[src/rtl/draw_pkg.sv]
// draw_pkg: shared types and constants for the frame draw sequencer.
// State encoding, pass flag and object select codes.
package draw_pkg;

    localparam int NUM_OBJ = 5;

    typedef enum logic [2:0] {
        S_IDLE,
        S_SEL,
        S_LOAD,
        S_DRAW,
        S_UPDATE,
        S_SAMPLE,
        S_FEND
    } state_t;

    typedef enum logic {
        PASS_ERASE,
        PASS_PAINT
    } pass_t;

    localparam logic [3:0] OBJ_NONE   = 4'd0;
    localparam logic [3:0] OBJ_PLAYER = 4'd1;
    localparam logic [3:0] OBJ_E0     = 4'd2;
    localparam logic [3:0] OBJ_E1     = 4'd3;
    localparam logic [3:0] OBJ_E2     = 4'd4;
    localparam logic [3:0] OBJ_E3     = 4'd5;

endpackage

[src/rtl/obj_picker.sv]
// obj_picker: lowest-set-bit finder over the object slot mask.
// Ports: mask in; valid out (any bit set); code out (index+1, 0 if none).
module obj_picker
    import draw_pkg::*;
(
    input  logic [NUM_OBJ-1:0] mask,
    output logic               valid,
    output logic [3:0]         code
);

    // Scan from the top down so the lowest set bit is the last to win.
    always_comb begin
        valid = 1'b0;
        code  = OBJ_NONE;
        for (int i = NUM_OBJ - 1; i >= 0; i--) begin
            if (mask[i]) begin
                valid = 1'b1;
                code  = 4'(i + 1);
            end
        end
    end

endmodule

[src/rtl/draw_sequencer.sv]
// draw_sequencer: per-frame erase/paint controller for the display handler.
// Ports: clk, reset (sync, active-low), frame_tick, obj_active[4:0],
//   draw_done in; control_signal[3:0], enable_load, enable_draw, erase,
//   game_update, frame_done, busy, overrun, timeout_err out.
module draw_sequencer
    import draw_pkg::*;
#(
    parameter int TIMEOUT_CYCLES = 20000
) (
    input  logic       clk,
    input  logic       reset,
    input  logic       frame_tick,
    input  logic [4:0] obj_active,
    input  logic       draw_done,
    output logic [3:0] control_signal,
    output logic       enable_load,
    output logic       enable_draw,
    output logic       erase,
    output logic       game_update,
    output logic       frame_done,
    output logic       busy,
    output logic       overrun,
    output logic       timeout_err
);

    localparam int CW = $clog2(TIMEOUT_CYCLES);
    localparam logic [CW-1:0] CNT_LAST = CW'(TIMEOUT_CYCLES - 1);

    state_t       state_q, state_d;
    pass_t        pass_q, pass_d;
    logic [4:0]   prev_q, prev_d;
    logic [4:0]   cur_q, cur_d;
    logic [4:0]   todo_q, todo_d;
    logic [3:0]   sel_q, sel_d;
    logic [CW-1:0] cnt_q, cnt_d;
    logic         pending_q, pending_d;
    logic         overrun_q, overrun_d;
    logic         tout_q, tout_d;

    logic         pick_valid;
    logic [3:0]   pick_code;

    obj_picker u_picker (
        .mask  (todo_q),
        .valid (pick_valid),
        .code  (pick_code)
    );

    always_comb begin
        state_d        = state_q;
        pass_d         = pass_q;
        prev_d         = prev_q;
        cur_d          = cur_q;
        todo_d         = todo_q;
        sel_d          = sel_q;
        cnt_d          = cnt_q;
        pending_d      = pending_q;
        overrun_d      = overrun_q;
        tout_d         = tout_q;
        control_signal = OBJ_NONE;
        enable_load    = 1'b0;
        enable_draw    = 1'b0;
        game_update    = 1'b0;
        frame_done     = 1'b0;

        // Only one tick is queued; further ticks just flag the overrun.
        if (frame_tick && state_q != S_IDLE) begin
            if (pending_q) begin
                overrun_d = 1'b1;
            end else begin
                pending_d = 1'b1;
            end
        end

        unique case (state_q)
            S_IDLE: begin
                if (frame_tick || pending_q) begin
                    state_d   = S_SEL;
                    pass_d    = PASS_ERASE;
                    todo_d    = prev_q;
                    pending_d = 1'b0;
                end
            end
            S_SEL: begin
                control_signal = pick_code;
                if (pick_valid) begin
                    sel_d   = pick_code;
                    // Clear the lowest set bit, the one just picked.
                    todo_d  = todo_q & (todo_q - 5'd1);
                    state_d = S_LOAD;
                end else if (pass_q == PASS_ERASE) begin
                    state_d = S_UPDATE;
                end else begin
                    state_d = S_FEND;
                end
            end
            S_LOAD: begin
                control_signal = sel_q;
                enable_load    = 1'b1;
                cnt_d          = '0;
                state_d        = S_DRAW;
            end
            S_DRAW: begin
                control_signal = sel_q;
                enable_draw    = 1'b1;
                cnt_d          = cnt_q + CW'(1);
                if (draw_done) begin
                    state_d = S_SEL;
                end else if (cnt_q == CNT_LAST) begin
                    tout_d  = 1'b1;
                    state_d = S_SEL;
                end
            end
            S_UPDATE: begin
                game_update = 1'b1;
                state_d     = S_SAMPLE;
            end
            S_SAMPLE: begin
                cur_d   = obj_active;
                todo_d  = obj_active;
                pass_d  = PASS_PAINT;
                state_d = S_SEL;
            end
            S_FEND: begin
                frame_done = 1'b1;
                prev_d     = cur_q;
                state_d    = S_IDLE;
            end
            default: begin
                state_d = S_IDLE;
            end
        endcase
    end

    always_ff @(posedge clk) begin
        if (!reset) begin
            state_q   <= S_IDLE;
            pass_q    <= PASS_PAINT;
            prev_q    <= '0;
            cur_q     <= '0;
            todo_q    <= '0;
            sel_q     <= OBJ_NONE;
            cnt_q     <= '0;
            pending_q <= 1'b0;
            overrun_q <= 1'b0;
            tout_q    <= 1'b0;
        end else begin
            state_q   <= state_d;
            pass_q    <= pass_d;
            prev_q    <= prev_d;
            cur_q     <= cur_d;
            todo_q    <= todo_d;
            sel_q     <= sel_d;
            cnt_q     <= cnt_d;
            pending_q <= pending_d;
            overrun_q <= overrun_d;
            tout_q    <= tout_d;
        end
    end

    assign erase       = (pass_q == PASS_ERASE) && (state_q != S_IDLE);
    assign busy        = (state_q != S_IDLE);
    assign overrun     = overrun_q;
    assign timeout_err = tout_q;

endmodule

[config.mk]
export PLATFORM = sky130hd
export DESIGN_NAME = draw_sequencer
export DESIGN_NICKNAME = d
export VERILOG_FILES = /design/src/rtl/draw_pkg.sv /design/src/rtl/obj_picker.sv /design/src/rtl/draw_sequencer.sv
export SDC_FILE = /design/constraint.sdc
export NUM_CORES = 1
export LEC_CHECK = 0
export BUFFER_PORTS_ARGS = -buffer_cell sky130_fd_sc_hd__buf_4
export CAP_MARGIN = 20
export CORE_ASPECT_RATIO = 0.8
export CORE_MARGIN = 5
export CORE_UTILIZATION = 50
export DETAILED_ROUTE_END_ITERATION = 7
export GPL_TIMING_DRIVEN = 1
export PLACE_DENSITY = 0.8
export RECOVER_POWER = 100
export SYNTH_ARGS = -nofsm -noshare
export SYNTH_HDL_FRONTEND = slang
export SYNTH_SLANG_ARGS = --single-unit
[constraint.sdc]
create_clock -name clk -period 2 [get_ports clk]
set_input_delay 0.1 -clock clk [delete_from_list [all_inputs] [get_ports clk]]
set_output_delay 0.1 -clock clk [all_outputs]
set_load 0.02 [all_outputs]
; Word level (Yosys, flattened, before mapping)
; Index checks and enable logic that the tools add are counted.
[totals]
ff_bits = 41
inputBits = 9
output_inout_bits = 12
word_cells = 70
[op_classes]
addsub = 2
n_eq_ne = 10
n_mux = 30
bitwise = 3
reduce_logical = 15
[op_table]
columns = op, count
row1 = one-hot mux 15 bit (2 select lines), 1
row2 = 2-to-1 mux 3 bit, 9
row3 = one-hot mux 3 bit (6 select lines), 1
row4 = adder 15 x 1 -> 15 bit (second input constant), 1
row5 = == test 15 bit (second input constant), 1
row6 = one-hot mux 5 bit (3 select lines), 1
row7 = 2-to-1 mux 1 bit, 13
row8 = 2-to-1 mux 5 bit, 2
row9 = == test 3 bit (second input constant), 3
row10 = one-hot mux 4 bit (2 select lines), 1
row11 = AND reduction 2 bit, 4
row12 = == test 3 x 2 -> 1 bit (second input constant), 2
row13 = AND reduction 3 bit, 2
row14 = nonzero test 3 bit, 2
row15 = bitwise AND 5 bit, 1
row16 = subtractor 5 x 1 -> 5 bit (second input constant), 1
row17 = != test 2 bit (second input constant), 2
row18 = nonzero test 2 bit, 2
row19 = == test 3 x 1 -> 1 bit (second input constant), 1
row20 = zero test 3 bit, 1
row21 = != test 3 bit (second input constant), 1
row22 = logical AND 1 bit, 2
row23 = 2-to-1 mux 2 bit, 1
row24 = inverter 1 bit, 2
row25 = 3 further kinds, 3

; Depth between registers and ports, before layout
; Gate-level depths: netlist of the first run.
[logic_depth]
word_depth = 7
ltp_mapped = 6
mapped_depth_nobuf = 5

; Cells and area by module
; From an unflattened synthesis of the first run, not the netlist that was laid out.
[hier_totals]
cells_unflattened = 247
area_unflattened_um2 = 2084.5
[modules_own_cells]
columns = mod, instances, cells_each, area_each_um2, seq_area_each_um2
row1 = draw_sequencer, 1, 236, 2025.7, 820.8
row2 = obj_picker, 1, 11, 58.8, 0.0

; Worst setup path after synthesis of the first run
; OpenSTA, ideal clock, no wires.
[synth_path]
path_type = register to register
from = register cnt_q[0]
to = register cnt_q[14]
setup_ps = 114
t_arrival_ps = 1467
required_time_ps = 1886
slack_ps = 419
path_stages_with_launch = 6
n_path_buf = 0
synth_period_minus_slack_ps = 1581
path_cell_list = dfxtp_1 > ha_1 > nand3_2 > or3_4 > o311a_1 > a21o_1
[synth_via]
elab_chain_len = 2
[synth_lines]
columns = item, line
row1 = from (decl), draw_sequencer.sv:35  ; logic [CW-1:0] cnt_q, cnt_d;
row2 = from (signal assigned), draw_sequencer.sv:154  ; cnt_q <= cnt_d;
row3 = adder 15 x 1 -> 15 bit, draw_sequencer.sv:106  ; cnt_d = cnt_q + CW'(1);
row4 = one-hot mux 15 bit (2 select lines), draw_sequencer.sv:75  ; unique case (state_q)
; Every way passes these cells.
; A chain may end at the register's enable or synchronous reset.

; Final worst setup path of the first run
[layout_path]
from = register state_q[2]
to = output port frame_done
[layout_via]
elab_chain_len = 2
[layout_lines]
columns = item, line
row1 = from (decl), draw_sequencer.sv:29  ; state_t state_q, state_d;
row2 = from (signal assigned), draw_sequencer.sv:148  ; state_q <= state_d;
row3 = == test 3 bit, draw_sequencer.sv:75
row4 = 2-to-1 mux 1 bit, draw_sequencer.sv:75
row5 = to (decl), draw_sequencer.sv:20  ; output logic frame_done,
; Every way passes these cells.

==> reports/metrics.yaml, run 1 <==
worst_setup_path:
  slowest_delay_ns: 0.53
  cp_cell_sequence: "clkbuf_1 -> nand3_1 -> inv_1 -> buf_4"
  crit_path_start: "state_q[2]"
  crit_fanout: 11
  critical-path-top-delay-family: "buffers and inverters"
  critPathKind: "reg -> out"
  rr_worst_depth: 5
  r2r_setup_slack_ns: 0.24
  cp-endpoint: "frame_done"
  required_ns: 1.90
  cp_slowest_cell: "dfxtp_1"
  path_depth: 4
  r2r-start: "cnt_q[0]"
  critPathLaunchType: "flop"
  cp.buffers_inverters: 3
  worstPathArrival_ns: 1.76
  r2r-end: "cnt_q[14]"
  endpoint_kind: "output pin"
power:
  intPower_mw: 1.46
  power.density_mw_per_mm2: 1110
  p_comb_share_pct: 33.6
  power_frac_clock_pct: 23.1
  power.switching_mw: 0.945
  p_leak_nw: 0.882
  pwr-share-seq_pct: 43.3
  ir_drop_v: 0.000582
  switching_share_pct: 39.3
route:
  ant_nets: 0
  avgRoutedWirePerCell_um: 14.1
  vias_per_cell: 5.62
  routed-via-count: 1765
  routed_wl_um: 4430
  drc_errors: 0
  drt_iter0_drc: 201
  drt_pass1_iterations: 4
place:
  dpl.hpwl_um: 3130
  finalWeightedCongestion: 0.882
  postPlaceCellArea_sq_mm: 0.00213
  io_buffers: 19
clock_tree:
  insertion_delay_ns: 0.30
  ctsRootBufferMaster: "clkbuf_8"
  clk_path_buf_depth: 2
  htreeDepth: 2
  post-cts-setup-buffer-count: 0
  clk_pin_slew_ns: 0.08
  cts.sinks: 40
  cts_made_buffers: 5
  cts_tree: "yes"
timing:
  min_period_ns: 1.86
  final.setup.tns_ns: 0
  final_max_slew_viol_count: 0
  timing_hold_violations_final: 0
  clock.fmax_ghz: 0.537
  slew_headroom_pct: 58.7
  setup_viol: 0
  rsz0062_at_grt: "no"
  fin_skew_ns: 0.00736
  worst_slew_pin_slew_ns: 0.615
  fin_crit_sh_pct: 93.0
min_path:
  hold_path.class: "in -> reg"
floorplanning:
  die_y_um: 65.8
  start_util_pct: 51.4
  coreArea_sq_mm: 0.00378
  die_w_um: 79.7
  fp.dieArea_sq_mm: 0.00524
  io_pins: 21
  core.rowCount: 20
logic_synthesis:
  synth-compound-area-share_pct: 19.0
  ys_types: 50
  synth.mux.area_fraction_pct: 3.09
  synth.top_cell.area_share_pct: 41.2
  synth-adder-area-share_pct: 0.644
  yosysWarnings: 0
  syn_area_per_cell_sq_um: 8.13
  ys_top_cells_by_area: "dfxtp_1 (41%), nand2_1 (6.8%), a21oi_1 (5.2%), nor2_1 (4.8%), mux2i_1 (3.1%)"
  synth_seq_area_share_pct: 41.2
  synth_top_family_by_area: "simple AND/OR/NAND/NOR gates"
  syn_nets: 249
  syn_inst: 239
  synth_edf_count: 0
  async_flop_share_pct: 0
  synth_area_sq_mm: 0.00194
  synth_top_cell_by_area: "dfxtp_1"
  ys_seq_elements: 40
  synth_xor_area_share_pct: 3.16
  synthFlopType: "dfxtp_1"
  synthSimpleGateAreaFrac_pct: 27.9
cells_and_area:
  final_nets: 268
  drive_gt1_share_pct: 11.6
  fin_area_sq_mm: 0.00216
  area_delta_synth_final_pct: 11.3
  layout_commonest_cell: "dfxtp_1"
  diodes: 0
  utilization_pct: 57.3
  final_cell_mix: "dfxtp_1 (39), nand2_1 (35), nor2_1 (25)"
global_routing:
  antenna_found_initial: 0
  grt_max_degree: 22
  overflow: 0
  grtUsageTotal_pct: 18.6
  grt_pass1_vias: 1583
  grt_pass1_wl_um: 7580
run:
  maxCapViolCount: 0
run_status:
  status: "finished clean"
==> worst min-delay path by stage <==
| stage | from | to | slack, ns | cells past startpoint |
|---|---|---|---|---|
| global route | obj_active[0] | cur_q[0] | 0.06 | 3 |
| detailed placement | obj_active[0] | cur_q[0] | 0.38 | 3 |
| CTS | obj_active[0] | cur_q[0] | 0.06 | 3 |
| global placement | obj_active[0] | cur_q[0] | 0.36 | 3 |
| floorplan | obj_active[0] | cur_q[0] | 0.24 | 2 |
| finish | obj_active[0] | cur_q[0] | 0.06 | 3 |
==> stage by stage <==
step	setup slack [ns]	hold slack (ns)	cells	power [mW]
6_report	0.140	0.0558	314	2.41
5_1_grt	0.0258	0.0581	314	2.58
4_1_cts	0.200	0.0610	314	2.48
3_5_place_dp	0.265	0.378	306	1.92
3_3_place_gp	0.283	0.363	306	1.91
2_1_floorplan	0.419	0.236	239	1.65
==> power groups by stage <==
stage / registers [mW] / logic (mW) / clock network [mW]
after global placement: 1.05 / 0.851 / 0
after global routing: 1.07 / 0.893 / 0.617
final: 1.04 / 0.807 / 0.556
after floorplan: 0.995 / 0.651 / 0
after CTS: 1.04 / 0.868 / 0.566
after detailed placement: 1.06 / 0.863 / 0
==> sequential cells by signal (all words and copies together), names as in the netlist <==
name	cells
timeout_err	1
pending_q	1
cur_q	5
prev_q	5
todo_q	5
overrun	1
pass_q	1
cnt_q	15
sel_q	3
state_q	3
==> what timing repair did <==
action	4_1_cts	5_1_grt
hold buffers	0	0
hold endpoints to repair	0	0
endpoints found under the setup margin	1	0
resized for setup	1	0
==> tightest hold or removal path: cells and delay by family <==
| family | cells | cell delay (ns) |
|---|---|---|
| buffers and inverters | 1 | 0.11 |
| and+or+nand+nor | 1 | 0.05 |
| AOI/OAI and AO/OA | 1 | 0.05 |
==> cells in the mapped netlist (2+ instances only) <==
cell type / number
dfxtp_1: 40
nand2_1: 35
nor2_1: 25
a21oi_1: 20
nand3_1: 8
o21ai_0: 8
inv_1: 7
clkbuf_1: 6
mux2i_1: 6
nand4_1: 6
nor3_1: 6
a21o_1: 5
buf_2: 5
nor4_1: 4
or3_1: 4
xor2_1: 4
a211oi_1: 3
a31o_2: 3
a31oi_1: 3
and2_1: 3
nand2b_1: 3
xnor2_1: 3
and4_1: 2
nor2b_1: 2
o211ai_1: 2
o31ai_1: 2
==> per-layer routing <==
metal / vias to the layer above / share of wire, % / global-route usage, %
li1: 879 / - / -
met3: 8 / 7.0 / 5.89
met4: 0 / 1.2 / 6.22
met1: 819 / 50 / 27.2
met5: - / 0 / 0
met2: 59 / 42 / 25.5
==> final cells by class <==
type | instances | area [sq um]
Inverter | 7 | 26.3
Clock inverter | 2 | 10.0
Timing Repair Buffer | 25 | 145
Sequential cell | 40 | 802
Tap cell | 55 | 68.8
Clock buffer | 6 | 82.6
Multi-Input combinational cell | 179 | 1030
Fill cell | 362 | 1620
==> logic make-up (layout without fill, tap and decap cells) <==
group	count (synthesis)	after routing
XOR/XNOR	7	7
other	1	1
flip-flops	40	40
buffers and inverters	20	40
AO/OA/AOI/OAI	56	56
multiplexers	6	6
adder cells (fa/ha/maj)	1	1
AND/OR/NAND/NOR	108	108
No activity file was read; power rests on OpenSTA's default activity.
==> run 2, diff against run 1 <==
BUFFER_PORTS_ARGS = -buffer_cell sky130_fd_sc_hd__buf_2   (was -buffer_cell sky130_fd_sc_hd__buf_4)
==> run 2 against run 1 <==
Compared with the run above: non-clock buffer count decreased by 1; count of clock-buffer cells in the layout did not move; routed wire length is 3.3% lower; critical path depth rose by 1; global-route usage decreased by 0.21 points; design area decreased by 1.7%; sequential share of layout area up 0.65 points; critical path type unchanged; critical endpoint is now control_signal[1]; largest power group unchanged; highest routed layer unchanged.
==> reports/metrics.yaml, run 2 (synthesized netlist as in run 1, its figures left out) <==
worst_setup_path:
  critPathLaunchType: "flop"
  slowest_delay_ns: 0.43  # -0.10 ns
  endpoint_kind: "output pin"
  cp_cell_sequence: "buf_4 -> nand2b_1 -> nor4_1 -> a21o_1 -> clkbuf_2"
  worstPathArrival_ns: 1.76  # about the same
  required_ns: 1.90  # about the same
  cp_slowest_cell: "nor4_1"
  critPathKind: "reg -> out"
  crit_fanout: 12  # +1
floorplanning:
  start_util_pct: 51.4  # unchanged
  fp.dieArea_sq_mm: 0.00524  # unchanged
  coreArea_sq_mm: 0.00378  # unchanged
  io_pins: 21  # unchanged
  die_w_um: 79.7  # unchanged
  die_y_um: 65.8  # unchanged
  core.rowCount: 20  # unchanged
route:
  routed-via-count: 1692  # -4.1%
  ant_nets: 0  # unchanged
  vias_per_cell: 5.42  # -3.5%
  avgRoutedWirePerCell_um: 13.7  # -2.7%
  drt_pass1_iterations: 4  # unchanged
  drc_errors: 0  # unchanged
  drt_iter0_drc: 168  # -16%
  routed_wl_um: 4280  # -3.3%
timing:
  clock.fmax_ghz: 0.537  # about the same
  fin_skew_ns: 0.00536  # -0.00200 ns
  timing_hold_violations_final: 0  # unchanged
  rsz0062_at_grt: "no"
  min_period_ns: 1.86  # +0.000307 ns
  fin_crit_sh_pct: 93.0  # about the same
  final.setup.tns_ns: 0  # unchanged
  slew_headroom_pct: 49.6  # -9.1 points
  setup_viol: 0  # unchanged
  worst_slew_pin_slew_ns: 0.757  # +0.142 ns
  final_max_slew_viol_count: 0  # unchanged
cells_and_area:
  largest_register_ffs: 15  # unchanged
  regMostFlops: "cnt_q"
  drive_gt1_share_pct: 10.5  # -1.1 points
  diodes: 0  # unchanged
  layout_commonest_cell: "dfxtp_1"
  area_delta_synth_final_pct: 9.40
  final_cell_mix: "dfxtp_1 (39), nand2_1 (35), nor2_1 (25)"
  fillers: 379  # +4.7%
  utilization_pct: 56.3  # -0.99 points
  final_nets: 267  # -0.37%
clock_tree:
  clk_path_buf_depth: 2  # unchanged
  htreeDepth: 2  # unchanged
  insertion_delay_ns: 0.29  # about the same
  ctsRootBufferMaster: "clkbuf_8"
  cts.sinks: 40  # unchanged
  cts_hold_buf: 0  # unchanged
  cts_made_buffers: 5  # unchanged
  clk_pin_slew_ns: 0.07  # about the same
  cts_tree: "yes"
global_routing:
  grt_pass1_vias: 1594  # +0.69%
  grt_pass1_wl_um: 7510  # -0.91%
  grtUsageTotal_pct: 18.4  # -0.21 points
  grt_max_degree: 18  # -18%
  overflow: 0  # unchanged
  antenna_found_initial: 0  # unchanged
place:
  finalWeightedCongestion: 0.890  # +0.91%
  io_buffers: 19  # unchanged
  dpl.hpwl_um: 3080  # -1.4%
power:
  ir_drop_v: 0.000624  # +7.2%
  power.density_mw_per_mm2: 1100  # -0.87%
  p_leak_nw: 0.865  # -1.9%
run:
  maxCapViolCount: 0  # unchanged
run_status:
  status: "finished clean"
min_path:
  hold_path.class: "in -> reg"
## run 2: final cells by class
class | instances | area [sq um] | area share [%]
Inverter | 7 | 26.3 | 1.24
Tap cell | 55 | 68.8 | 3.24
Clock buffer | 6 | 72.6 | 3.41
Multi-Input combinational cell | 179 | 1030 | 48.6
Timing Repair Buffer | 24 | 119 | 5.59
Sequential cell | 40 | 802 | 37.7
Clock inverter | 1 | 5.00 | 0.235
## run 2: worst max-delay path, delay by kind of cell (launching register included)
| kind | cells | cell delay, ns |
|---|---|---|
| AO/OA/AOI/OAI | 1 | 0.13 |
| AND/OR/NAND/NOR | 2 | 0.70 |
| flip-flops | 1 | 0.31 |
| buffers and inverters | 2 | 0.32 |
## run 2: report_power, final
part           internal (mW)  total, mW  leakage [nW]  switching (mW)
combinational          0.285      0.818         0.500           0.533
sequential             0.893       1.02         0.324           0.124
clock                  0.237      0.509        0.0410           0.271
## run 2: what timing repair did
| item | CTS | global route |
|---|---|---|
| endpoints found under the setup margin | 1 | 0 |
| buffers inserted | 0 | 0 |
| resized for setup | 1 | 0 |
## run 2: per-stage QoR
stage                     instance area [sq um]  instances  power, mW  worst slack (ns)  hold slack, ns
after detailed placement                   2080        305       1.86             0.245           0.364
after floorplan                            1940        239       1.65             0.419           0.236
after global placement                     2080        305       1.85             0.329           0.358
after global routing                       2130        312       2.52            0.0295          0.0636
after CTS                                  2160        312       2.37             0.168          0.0536
final                                      2130        312       2.34             0.139          0.0627
## run 2: worst paths after layout
path                            depth (start not counted)  slack, ns          start                end
worst max register to register                          5       0.20     state_q[2]          todo_q[2]
worst min-delay path                                    3       0.06  obj_active[0]           cur_q[0]
worst max-delay path                                    5       0.14     state_q[1]  control_signal[1]
worst min register to register                          2       0.46       cur_q[3]           cur_q[3]
## run 2: metal layers
layer,share of wire [%],global-route usage [%],vias up,wire length (um)
met1,55,27.7,768,2340
li1,-,-,873,-
met4,0.93,6.87,0,40
met2,39,25.0,45,1660
met5,0,0,-,0
met3,5.4,4.25,6,233
